**config.mk**
```make
export PLATFORM = sky130hd
export DESIGN_NAME = soc
export DESIGN_NICKNAME = d
export VERILOG_FILES = /design/src/rtl/soc_pkg.sv /design/src/rtl/soc_uart.sv /design/src/rtl/soc.sv
export SDC_FILE = /design/constraint.sdc
export NUM_CORES = 1
export LEC_CHECK = 0
export CAP_MARGIN = 20
export CORE_MARGIN = 4
export CORE_UTILIZATION = 35
export DETAILED_ROUTE_END_ITERATION = 16
export GPL_ROUTABILITY_DRIVEN = 0
export SLEW_MARGIN = 20
export SYNTH_ARGS = -nofsm -noshare
export SYNTH_HDL_FRONTEND = slang
export SYNTH_SLANG_ARGS = --single-unit
```
**constraint.sdc**
```tcl
create_clock -name clk -period 3.26 [get_ports clk]
set_clock_uncertainty 0.1 [all_clocks]
set_input_delay 0.978 -clock clk [delete_from_list [all_inputs] [get_ports clk]]
set_output_delay 0.978 -clock clk [all_outputs]
set_load 0.02 [all_outputs]
```
**src/rtl/soc_pkg.sv**
```systemverilog
// rtl/soc_pkg.sv - shared constants and control state type for the UART echo SoC
package soc_pkg;

  localparam int BANNER_LEN = 4;
  localparam int BANNER_IW  = 2;

  localparam logic [7:0] BANNER_0 = 8'h4F;
  localparam logic [7:0] BANNER_1 = 8'h4B;
  localparam logic [7:0] BANNER_2 = 8'h0D;
  localparam logic [7:0] BANNER_3 = 8'h0A;

  typedef enum logic {
    ST_BANNER,
    ST_ECHO
  } ctrl_state_t;

  function automatic logic [7:0] banner_byte(input logic [BANNER_IW-1:0] idx);
    case (idx)
      2'd0:    banner_byte = BANNER_0;
      2'd1:    banner_byte = BANNER_1;
      2'd2:    banner_byte = BANNER_2;
      default: banner_byte = BANNER_3;
    endcase
  endfunction

endpackage

```
**src/rtl/soc_uart.sv**
```systemverilog
// rtl/soc_uart.sv - 8N1 UART receive and transmit engines sharing one bit period
module soc_uart #(
  parameter int CLKS_PER_BIT = 868
) (
  input  logic       clk,
  input  logic       rst_n,
  input  logic       rx,
  output logic [7:0] rx_data,
  output logic       rx_valid,
  output logic       rx_frame_err,
  input  logic [7:0] tx_data,
  input  logic       tx_start,
  output logic       tx_busy,
  output logic       tx
);

  localparam int CW = (CLKS_PER_BIT > 1) ? $clog2(CLKS_PER_BIT) : 1;
  localparam logic [CW-1:0] HALF_M1 = CW'(CLKS_PER_BIT / 2 - 1);
  localparam logic [CW-1:0] LAST    = CW'(CLKS_PER_BIT - 1);

  typedef enum logic [2:0] {R_IDLE, R_START, R_DATA, R_STOP, R_WAIT} rx_state_t;

  rx_state_t     rx_state, rx_next;
  logic          rx_s1, rx_s2, rx_s3;
  logic [CW-1:0] rx_cnt;
  logic [2:0]    rx_bit;
  logic [7:0]    rx_shift;
  logic          rx_fall, rx_half, rx_last;

  always_ff @(posedge clk or negedge rst_n) begin
    if (!rst_n) begin
      rx_s1 <= 1'b1;
      rx_s2 <= 1'b1;
      rx_s3 <= 1'b1;
    end else begin
      rx_s1 <= rx;
      rx_s2 <= rx_s1;
      rx_s3 <= rx_s2;
    end
  end

  assign rx_fall = rx_s3 & ~rx_s2;
  assign rx_half = (rx_cnt == HALF_M1);
  assign rx_last = (rx_cnt == LAST);

  always_ff @(posedge clk or negedge rst_n) begin
    if (!rst_n) rx_state <= R_IDLE;
    else        rx_state <= rx_next;
  end

  always_comb begin
    rx_next = rx_state;
    case (rx_state)
      R_IDLE:  if (rx_fall) rx_next = R_START;
      R_START: if (rx_half) rx_next = rx_s2 ? R_IDLE : R_DATA;
      R_DATA:  if (rx_last && rx_bit == 3'd7) rx_next = R_STOP;
      R_STOP:  if (rx_last) rx_next = rx_s2 ? R_IDLE : R_WAIT;
      R_WAIT:  if (rx_s2) rx_next = R_IDLE;
      default: rx_next = R_IDLE;
    endcase
  end

  always_comb begin
    rx_valid     = (rx_state == R_STOP) && rx_last && rx_s2;
    rx_frame_err = (rx_state == R_STOP) && rx_last && !rx_s2;
    rx_data      = rx_shift;
  end

  // Counter restarts on every state change so each phase measures from its own entry.
  always_ff @(posedge clk or negedge rst_n) begin
    if (!rst_n) begin
      rx_cnt   <= '0;
      rx_bit   <= '0;
      rx_shift <= '0;
    end else begin
      if (rx_state != rx_next || rx_last)
        rx_cnt <= '0;
      else if (rx_state == R_START || rx_state == R_DATA || rx_state == R_STOP)
        rx_cnt <= rx_cnt + 1'b1;
      else
        rx_cnt <= '0;
      if (rx_state == R_START)
        rx_bit <= '0;
      else if (rx_state == R_DATA && rx_last) begin
        rx_bit   <= rx_bit + 1'b1;
        rx_shift <= {rx_s2, rx_shift[7:1]};
      end
    end
  end

  logic [8:0]    tx_shift;
  logic [3:0]    tx_bit;
  logic [CW-1:0] tx_cnt;
  logic          tx_act, tx_last;

  // Busy drops in the final stop-bit cycle so a queued byte follows with no gap.
  assign tx_last = tx_act && (tx_cnt == LAST) && (tx_bit == 4'd9);
  assign tx_busy = tx_act && !tx_last;

  always_ff @(posedge clk or negedge rst_n) begin
    if (!rst_n) begin
      tx       <= 1'b1;
      tx_act   <= 1'b0;
      tx_shift <= '1;
      tx_bit   <= '0;
      tx_cnt   <= '0;
    end else if (tx_start && !tx_busy) begin
      tx       <= 1'b0;
      tx_act   <= 1'b1;
      tx_shift <= {1'b1, tx_data};
      tx_bit   <= '0;
      tx_cnt   <= '0;
    end else if (tx_act) begin
      if (tx_cnt == LAST) begin
        tx_cnt <= '0;
        if (tx_bit == 4'd9) begin
          tx_act <= 1'b0;
        end else begin
          tx       <= tx_shift[0];
          tx_shift <= {1'b1, tx_shift[8:1]};
          tx_bit   <= tx_bit + 1'b1;
        end
      end else begin
        tx_cnt <= tx_cnt + 1'b1;
      end
    end
  end

endmodule

```
**src/rtl/soc.sv**
```systemverilog
// rtl/soc.sv - UART echo SoC: banner on reset, then echoes received bytes and shows the last one
module soc
  import soc_pkg::*;
#(
  parameter int CLK_FREQ_HZ = 100_000_000,
  parameter int BAUD        = 115_200
) (
  input  logic       clk,
  input  logic       reset_i,
  output logic [7:0] display_o,
  input  logic       rx_i,
  output logic       tx_o
);

  localparam int CLKS_PER_BIT = CLK_FREQ_HZ / BAUD;

  logic [7:0] rx_data, tx_data;
  logic       rx_valid, rx_frame_err, tx_start, tx_busy;

  soc_uart #(.CLKS_PER_BIT(CLKS_PER_BIT)) u_uart (
    .clk          (clk),
    .rst_n        (reset_i),
    .rx           (rx_i),
    .rx_data      (rx_data),
    .rx_valid     (rx_valid),
    .rx_frame_err (rx_frame_err),
    .tx_data      (tx_data),
    .tx_start     (tx_start),
    .tx_busy      (tx_busy),
    .tx           (tx_o)
  );

  ctrl_state_t          state, state_next;
  logic [BANNER_IW-1:0] banner_idx;
  logic [7:0]           hold_q;
  logic                 hold_full, rx_accept, hold_take;

  assign rx_accept = rx_valid && !rx_frame_err;
  assign hold_take = (state == ST_ECHO) && tx_start;

  always_ff @(posedge clk or negedge reset_i) begin
    if (!reset_i) state <= ST_BANNER;
    else          state <= state_next;
  end

  always_comb begin
    state_next = state;
    if (state == ST_BANNER && tx_start && banner_idx == BANNER_IW'(BANNER_LEN - 1))
      state_next = ST_ECHO;
  end

  always_comb begin
    tx_start = 1'b0;
    tx_data  = banner_byte(banner_idx);
    case (state)
      ST_BANNER: tx_start = !tx_busy;
      ST_ECHO: begin
        tx_start = !tx_busy && hold_full;
        tx_data  = hold_q;
      end
      default: tx_start = 1'b0;
    endcase
  end

  // A fresh byte wins over a same-cycle TX load, so the register stays full.
  always_ff @(posedge clk or negedge reset_i) begin
    if (!reset_i) begin
      banner_idx <= '0;
      hold_q     <= '0;
      hold_full  <= 1'b0;
      display_o  <= '0;
    end else begin
      if (state == ST_BANNER && tx_start)
        banner_idx <= banner_idx + 1'b1;
      if (rx_accept) begin
        hold_q    <= rx_data;
        hold_full <= 1'b1;
        display_o <= rx_data;
      end else if (hold_take) begin
        hold_full <= 1'b0;
      end
    end
  end

endmodule

```
== Yosys cells after proc, flatten, opt, wreduce, memory -nomap -nowiden ==
Index checks and enable logic that the tools add are counted.

* Output and inout bits: 9
* Word-level logic and storage cells: 104
* Bits of input ports: 3
* Register bits: 64

* Equal/unequal tests: 14
* Bitwise logic cells: 4
* Add/subtract/negate cells: 5
* Reduce and logical (&&, ||, !) cells: 29
* Multiplexer cells: 36

{| class="wikitable"
|+ Operator list
! kind !! number
|-
| 10-bit 2-to-1 mux || 5
|-
| 9-bit 2-to-1 mux || 4
|-
| 3-bit 2-to-1 mux || 8
|-
| 7-bit case mux with 3 select lines || 1
|-
| 10-bit by 1-bit adder with 10-bit output (second input constant) || 2
|-
| 10-bit equality test (second input constant) || 2
|-
| 4-bit 2-to-1 mux || 4
|-
| 3-bit case mux with 5 select lines || 1
|-
| 1-bit logical AND || 14
|-
| 10-bit by 9-bit equality test with 1-bit output (second input constant) || 1
|-
| 1-bit 2-to-1 mux || 10
|-
| 8-bit 2-to-1 mux || 1
|-
| 2-bit nonzero test || 4
|-
| 3-bit by 2-bit equality test with 1-bit output (second input constant) || 2
|-
| 3-bit equality test (second input constant) || 2
|-
| 4-bit by 1-bit adder with 4-bit output (second input constant) || 1
|-
| 2-bit equality test (second input constant) || 2
|-
| 4-bit equality test (second input constant) || 1
|-
| 1-bit zero test || 4
|-
| 3-bit by 1-bit adder with 3-bit output (second input constant) || 1
|-
| 3-bit by 1-bit equality test with 1-bit output (second input constant) || 1
|-
| 3-bit zero test || 1
|-
| 1-bit logical OR || 3
|-
| 3-bit != test || 1
|-
| 10 further kinds || 12
|}

== Logic depth before layout (Yosys ltp) ==
Gate-level depths: netlist (run 1).

* Depth in word-level cells: 11
* Depth in mapped cells: 8
* Mapped depth without buffers: 7

== Hierarchy ==
A second synthesis (run 1) with hierarchy kept.

* Cell total of the unflattened synthesis: 291
* Area total of the unflattened synthesis: 3,213.1 um^2

{| class="wikitable"
|+ Modules (own cells, without submodules)
! module !! seq. area each (um^2) !! times used !! area each (um^2) !! cells each
|-
| soc_uart || 1,291.2 || 1 || 2,552.4 || 238
|-
| soc || 300.3 || 1 || 660.6 || 53
|}

== Least setup slack after synthesis (run 1) ==
No wires, ideal clock.

* Path type: register -> register
* Start: register u_uart.rx_cnt[0]
* End: register hold_q[0]
* Data required time: 3,035 ps
* Library setup time: 125 ps
* Buffers on the path: 1
* Stages on the path, launching flop included: 8
* Arrival time: 1,763 ps
* Slack: 1,272 ps
* Period minus slack after synthesis: 1,988 ps
* Cell sequence: dfrtp_1 -> ha_1 -> and4bb_1 -> and4_4 -> and2_4 -> and3_1 -> buf_6 -> mux2_4

* Word-level cells in the longest chain between the ends: 5
* Elaborated cells between the ends (all ways): 6
* Classes of those cells: 1 x eq/ne; 5 x reduce/logical

{| class="wikitable"
|+ RTL lines
! what !! RTL line !! RTL
|-
| start, declared || soc_uart.sv:25 || <nowiki>logic [CW-1:0] rx_cnt;</nowiki>
|-
| start signal, assigned || soc_uart.sv:79 || <nowiki>rx_cnt <= rx_cnt + 1'b1;</nowiki>
|-
| 10-bit equality test * || soc_uart.sv:44 || <nowiki>assign rx_last = (rx_cnt == LAST);</nowiki>
|-
| 1-bit logical AND * || soc_uart.sv:64, soc_uart.sv:65 ||
|-
| 1-bit logical AND || soc_uart.sv:65 || <nowiki>rx_frame_err = (rx_state == R_STOP) && rx_last && !rx_s2;</nowiki>
|-
| 1-bit zero test || soc.sv:38 || <nowiki>assign rx_accept = rx_valid && !rx_frame_err;</nowiki>
|-
| 1-bit logical AND * || soc.sv:38 ||
|-
| end signal, assigned || soc.sv:76 || <nowiki>hold_q <= rx_data;</nowiki>
|-
| end, declared || soc.sv:35 || <nowiki>logic [7:0] hold_q;</nowiki>
|}

Mark *: on every way between the ends. The rest lies on a longest branch, timed or not.
A chain may end at the register's enable or synchronous reset.

== Worst setup path in the final report (run 1) ==
* Start: register u_uart.tx
* End: output tx_o

{| class="wikitable"
|+ RTL lines
! what !! RTL line !! RTL
|-
| start, declared || soc_uart.sv:14 || <nowiki>output logic tx</nowiki>
|-
| start signal, assigned || soc_uart.sv:119 || <nowiki>tx <= tx_shift[0];</nowiki>
|-
| end, declared || soc.sv:12 || <nowiki>output logic tx_o</nowiki>
|}

No word-level cell between the ends.

==> results of run 1 <==
==> logic make-up (layout without fill, tap and decap cells) <==
kind of cell / Yosys count / after routing / synth area share [%]
AO/OA/AOI/OAI: 37 / 37 / 8.593
XOR/XNOR: 18 / 18 / 5.155
adder cells (fa/ha/maj): 12 / 12 / 4.910
buffers and inverters: 16 / 37 / 2.495
flip-flops: 63 / 63 / 52.05
multiplexers: 22 / 22 / 9.002
AND/OR/NAND/NOR: 102 / 102 / 17.80
==> metrics by stage <==
| step | utilization, % | cell area (sq um) |
|---|---|---|
| 3_5_place_dp | 39.08 | 3259 |
| 5_1_grt | 41.79 | 3486 |
| 2_1_floorplan | - | 3058 |
| 3_3_place_gp | 39.08 | 3259 |
| 4_1_cts | 41.79 | 3486 |
| 6_report | 41.79 | 3486 |
==> cells in the mapped netlist (2+ instances only) <==
library cell	number
a21oi_1	9
a221o_1	2
a31oi_1	3
and2_1	5
and3_1	3
and4bb_1	2
buf_6	2
clkbuf_1	4
dfrtp_1	51
dfstp_2	12
ha_1	12
inv_1	9
mux2_2	12
mux2_4	8
mux2i_1	2
nand2_1	19
nand3_1	8
nand3b_1	2
nand4_1	7
nor2_1	33
nor2b_1	4
nor3_1	3
nor3b_1	3
nor3b_2	2
o21ai_0	6
o21ai_1	2
o2bb2ai_1	4
or3_1	3
xnor2_1	7
xor2_1	11
==> registers in the layout (all words and copies together) (netlist names), 2 cells and up <==
register,flops
u_uart.rx_bit,3
u_uart.tx_shift,8
u_uart.tx_bit,4
u_uart.rx_data,8
u_uart.tx_cnt,10
u_uart.rx_state,3
hold_q,8
u_uart.rx_cnt,10
banner_idx,2
==> metal layers <==
metal / track usage [%] / vias to the layer above / routed length (um)
met4: 2.863 / 0 / 51
met3: 4.890 / 6 / 182
met1: 15.95 / 917 / 2676
met5: 0 / - / 0
met2: 16.65 / 17 / 2344
li1: - / 969 / -
==> how the worst max path moves through the flow <==
stage / start / end / slack, ns / depth (start not counted)
global route: u_uart.tx / tx_o / 0.66 / 1
global placement: u_uart.rx_cnt[0] / hold_q[6] / 1.01 / 6
finish: u_uart.tx / tx_o / 0.72 / 1
CTS: u_uart.tx / tx_o / 0.69 / 1
detailed placement: u_uart.rx_cnt[0] / hold_q[3] / 0.95 / 6
floorplan: u_uart.rx_cnt[0] / hold_q[0] / 1.27 / 7
==> power breakdown <==
group / internal, mW / switching (mW)
sequential: 0.828 / 0.0538
combinational: 0.0530 / 0.0641
clock: 0.441 / 0.329
==> layout make-up <==
type                            count  area share [%]
Sequential cell                    63           45.66
Multi-Input combinational cell    191           39.88
Tap cell                          105           3.769
Clock buffer                        9           3.553
Timing Repair Buffer               12           3.230
Clock inverter                      7           2.943
Inverter                            9          0.9691
==> reports/results.ini, run 1 <==
[status]
status = completed

[sta]
drv_slew = 0
setup_viol = 0
timing.setup.tns_ns = 0
timing.fmax_mhz = 393.8
timing.final.crit_share_pct = 77.89
setup_ws_ns = 0.7208
finalHoldViolations = 0
hold_slack_ns = 0.2592
rsz0062_at_grt = false
relSlewSlack_pct = 47.29
period_needed_ns = 2.539
tightest_slew_ns = 0.7907

[power]
finalPower_mw = 1.769
powerDensity_nw_per_um2 = 507.4
leakagePower_nw = 1.545
peakVddDrop_v = 0.0002617

[detailed_routing]
remaining_drc_errors = 0
ant_nets = 0
viasPerCell = 4.821
routed_wl_mm = 5.255
drt_iter0_drc = 64
first_pass_iters = 4
vias = 1909
wl_per_cell_um = 13.27

[floorplan]
num_rows = 33
dieArea_sq_um = 10300
coreArea_sq_um = 8341
ios = 12
die_h_um = 101.5
die_w_um = 101.5
start_util_pct = 36.66

[layout]
drive_gt1_share_pct = 20.27
final_common_cell = dfrtp_1
seqCellArea_sq_um = 1592
area_growth_pct = 13.99
multi_input_area_sq_um = 1390
diodes = 0
fillers = 818
stdcell_count = 396
nNetsFinal = 301
final_cell_mix = 51 x dfrtp_1, 33 x nor2_1, 19 x nand2_1

[placement]
place_ws_ns = 0.9512
dp_cells = 380
port_buffers = 11
hpwlAfterDp_mm = 3.572

[cts]
cts_tree = built
post_cts_resized = 0
htree_num_levels = 3
clock_path_buffers = 2
clockRootBuffer = clkbuf_8
postCtsSetupRepairBufs = 0
ctsHoldBuffers = 0
cts-buffers-inserted = 9
cts.clk_slew.worst_paths_ns = 0.08
cts.sinks = 63
clock_latency_ns = 0.34

[logic_synthesis]
ys_ff_latch = 63
yosys-top-cells-area = dfrtp_1 42%, dfstp_2 10%, ha_1 4.9%
yosysWarnings = 0
synth_cells = 270
seq_area_frac_synth_pct = 52.05
async_flop_share_pct = 100.0
yosysTopAreaCell = dfrtp_1
synth.avg_cell_area_sq_um = 11.33
syn_area_sq_um = 3058
synth_edf_count = 0
ys.flop_type = dfrtp_1
syn-num-nets = 285
ys_types = 50
synth_top_area_share_pct = 41.73

[worst_setup_path]
rr_endpoint = hold_q[3]
crit_type = reg -> out
crit_required_ns = 2.18
slowest_delay_ns = 0.59
path_max_fanout = 2
ff2ff_path_depth = 6
end_kind = primary output
slowest_stage = clkdlybuf4s50_1
startpoint_type = register
reg2reg_setup_slack_ns = 0.95
crit_chain = clkdlybuf4s50_1
critPathBufInv = 1
worstPathArrival_ns = 1.46
r2r_start = u_uart.rx_cnt[0]
cp_top_family = buffers and inverters

[job]
max_cap_violations = 0

[hold_path]
whs_path_depth = 0
min_to = u_uart.rx_s2
hp-class = reg -> reg
min_from = u_uart.rx_s1

[grt]
grt_pass1_wl_mm = 9.370
antenna_found_initial = 0
track_usage_pct = 11.50
grt_pass1_vias = 1932
grt_start_max_net_pins = 64
grt_overflow = 0

(Power assumes the default switching activity.)
==> run 2: changes to the inputs <==
clock period = 2.6 ns   (was 3.26 ns; I/O delays follow)
==> run 2 against run 1 <==
Net effect: register-to-register slack worse by 0.69 ns; utilization up 0.24 points; sequential cell count unchanged; sequential power up 26%; die area unchanged; via count up 0.52%; combinational power up 29%; setup slack worse by 0.46 ns; final area up 0.57%; cell count up 1.0%.
==> reports/results.ini, run 2 (synthesized netlist as in run 1, its figures left out) <==
[layout]
final_common_cell = dfrtp_1
drive_gt1_share_pct = 21.36  ; +1.1 points
final_area_sq_um = 3506  ; +0.57%
fin_util_pct = 42.03  ; +0.24 points
final_cell_mix = 51 x dfrtp_1, 33 x nor2_1, 19 x nand2_1
stdcell_count = 400  ; +1.0%
fillers = 803  ; -1.8%
area_growth_pct = 14.65
reg_top3 = u_uart.rx_cnt (10), u_uart.tx_cnt (10)
nNetsFinal = 305  ; +1.3%
diodes = 0  ; unchanged

[power]
leakagePower_nw = 1.556  ; +0.71%
powerDensity_nw_per_um2 = 604.0  ; +19%
peakVddDrop_v = 0.0005249  ; +100%

[placement]
dp_cells = 384  ; +1.1%
place_area_sq_um = 3302  ; +1.3%
hpwlAfterDp_mm = 3.702  ; +3.6%
port_buffers = 11  ; unchanged

[cts]
postCtsSetupRepairBufs = 0  ; unchanged
post_cts_resized = 0  ; unchanged
htree_num_levels = 3  ; unchanged
cts-buffers-inserted = 9  ; unchanged
cts.clk_slew.worst_paths_ns = 0.08  ; about the same
ctsHoldBuffers = 0  ; unchanged
clock_latency_ns = 0.35  ; about the same
clock_path_buffers = 2  ; unchanged
clockRootBuffer = clkbuf_8
cts.sinks = 63  ; unchanged
cts_tree = built

[floorplan]
num_rows = 33  ; unchanged
die_h_um = 101.5  ; unchanged
die_w_um = 101.5  ; unchanged
coreArea_sq_um = 8341  ; unchanged
dieArea_sq_um = 10300  ; unchanged
ios = 12  ; unchanged
start_util_pct = 36.66  ; unchanged

[detailed_routing]
drt_iter0_drc = 39  ; -39%
vias = 1919  ; +0.52%
viasPerCell = 4.798  ; -0.48%
routed_wl_mm = 5.226  ; -0.55%
remaining_drc_errors = 0  ; unchanged
wl_per_cell_um = 13.07  ; -1.5%
ant_nets = 0  ; unchanged
first_pass_iters = 4  ; unchanged

[worst_setup_path]
slowest_stage = clkdlybuf4s50_1
reg2reg_setup_slack_ns = 0.26  ; -0.69 ns
cp_top_family = buffers and inverters
end_kind = primary output
crit_required_ns = 1.72  ; -0.46 ns
slowest_delay_ns = 0.59  ; about the same
worstPathArrival_ns = 1.46  ; about the same
crit_type = reg -> out
r2r_start = u_uart.rx_cnt[0]
crit_chain = clkdlybuf4s50_1
startpoint_type = register
critPathBufInv = 1  ; unchanged
path_max_fanout = 2  ; unchanged
critPathLaunch = u_uart.tx

[sta]
timing.setup.tns_ns = 0  ; unchanged
drv_slew = 0  ; unchanged
tightest_slew_ns = 0.5485  ; -0.2422 ns
timing.fmax_mhz = 426.6
rsz0062_at_grt = false
relSlewSlack_pct = 63.30  ; +16 points
finalHoldViolations = 0  ; unchanged
timing.final.crit_share_pct = 90.16
period_needed_ns = 2.344
setup_viol = 0  ; unchanged

[hold_path]
hp-class = reg -> reg
min_from = u_uart.rx_s1

[grt]
grt_overflow = 0  ; unchanged
grt_pass1_vias = 2009  ; +4.0%
grt_pass1_wl_mm = 9.439  ; +0.74%
grt_start_max_net_pins = 28  ; -56%
track_usage_pct = 11.58  ; +0.079 points
antenna_found_initial = 0  ; unchanged

[status]
status = completed

[job]
max_cap_violations = 0  ; unchanged

-- run 2: report_power, final --
group          switching (mW)  internal, mW  total, mW
Clock                   0.409         0.452      0.861
Sequential             0.0682          1.04       1.11
Combinational          0.0808        0.0698      0.151
Total                   0.558          1.56       2.12
-- run 2: routing by layer --
metal  up-vias  global-route usage [%]  part of all wire (%)
met1       919                   15.37                    51
li1        980                       -                     -
met3         7                   4.545                   3.3
met4         0                   3.374                   1.2
met2        13                   17.61                    44
met5         -                       0                     0
-- run 2: final timing paths --
path / to / cells after the start
setup / recovery: tx_o / 1
hold / removal: u_uart.rx_s2 / 0
setup reg to reg: hold_q[7] / 6
hold reg to reg: u_uart.rx_s2 / 0
max in group asynchronous: u_uart.rx_cnt[5] / 2
min in group asynchronous: u_uart.tx_cnt[7] / 1
-- run 2: per-stage QoR --
stage / total power, mW / hold slack, ns / setup slack (ns)
final: 2.118 / 0.2593 / 0.2559
after global placement: 1.274 / 0.2460 / 0.3385
after global routing: 2.228 / 0.2704 / 0.1814
after CTS: 2.149 / 0.2605 / 0.2278
after floorplan: 1.218 / 0.2452 / 0.6119
after detailed placement: 1.278 / 0.2488 / 0.2841
-- run 2: area by class of cell --
cell class                      instances  area [sq um]  share of cell area [%]
Inverter                                9         33.78                  0.9636
Clock inverter                          7         80.08                   2.284
Multi-Input combinational cell        191          1390                   39.65
Tap cell                              105         131.4                   3.747
Sequential cell                        63          1592                   45.40
Clock buffer                            9         123.9                   3.533
Timing Repair Buffer                   16         155.1                   4.425
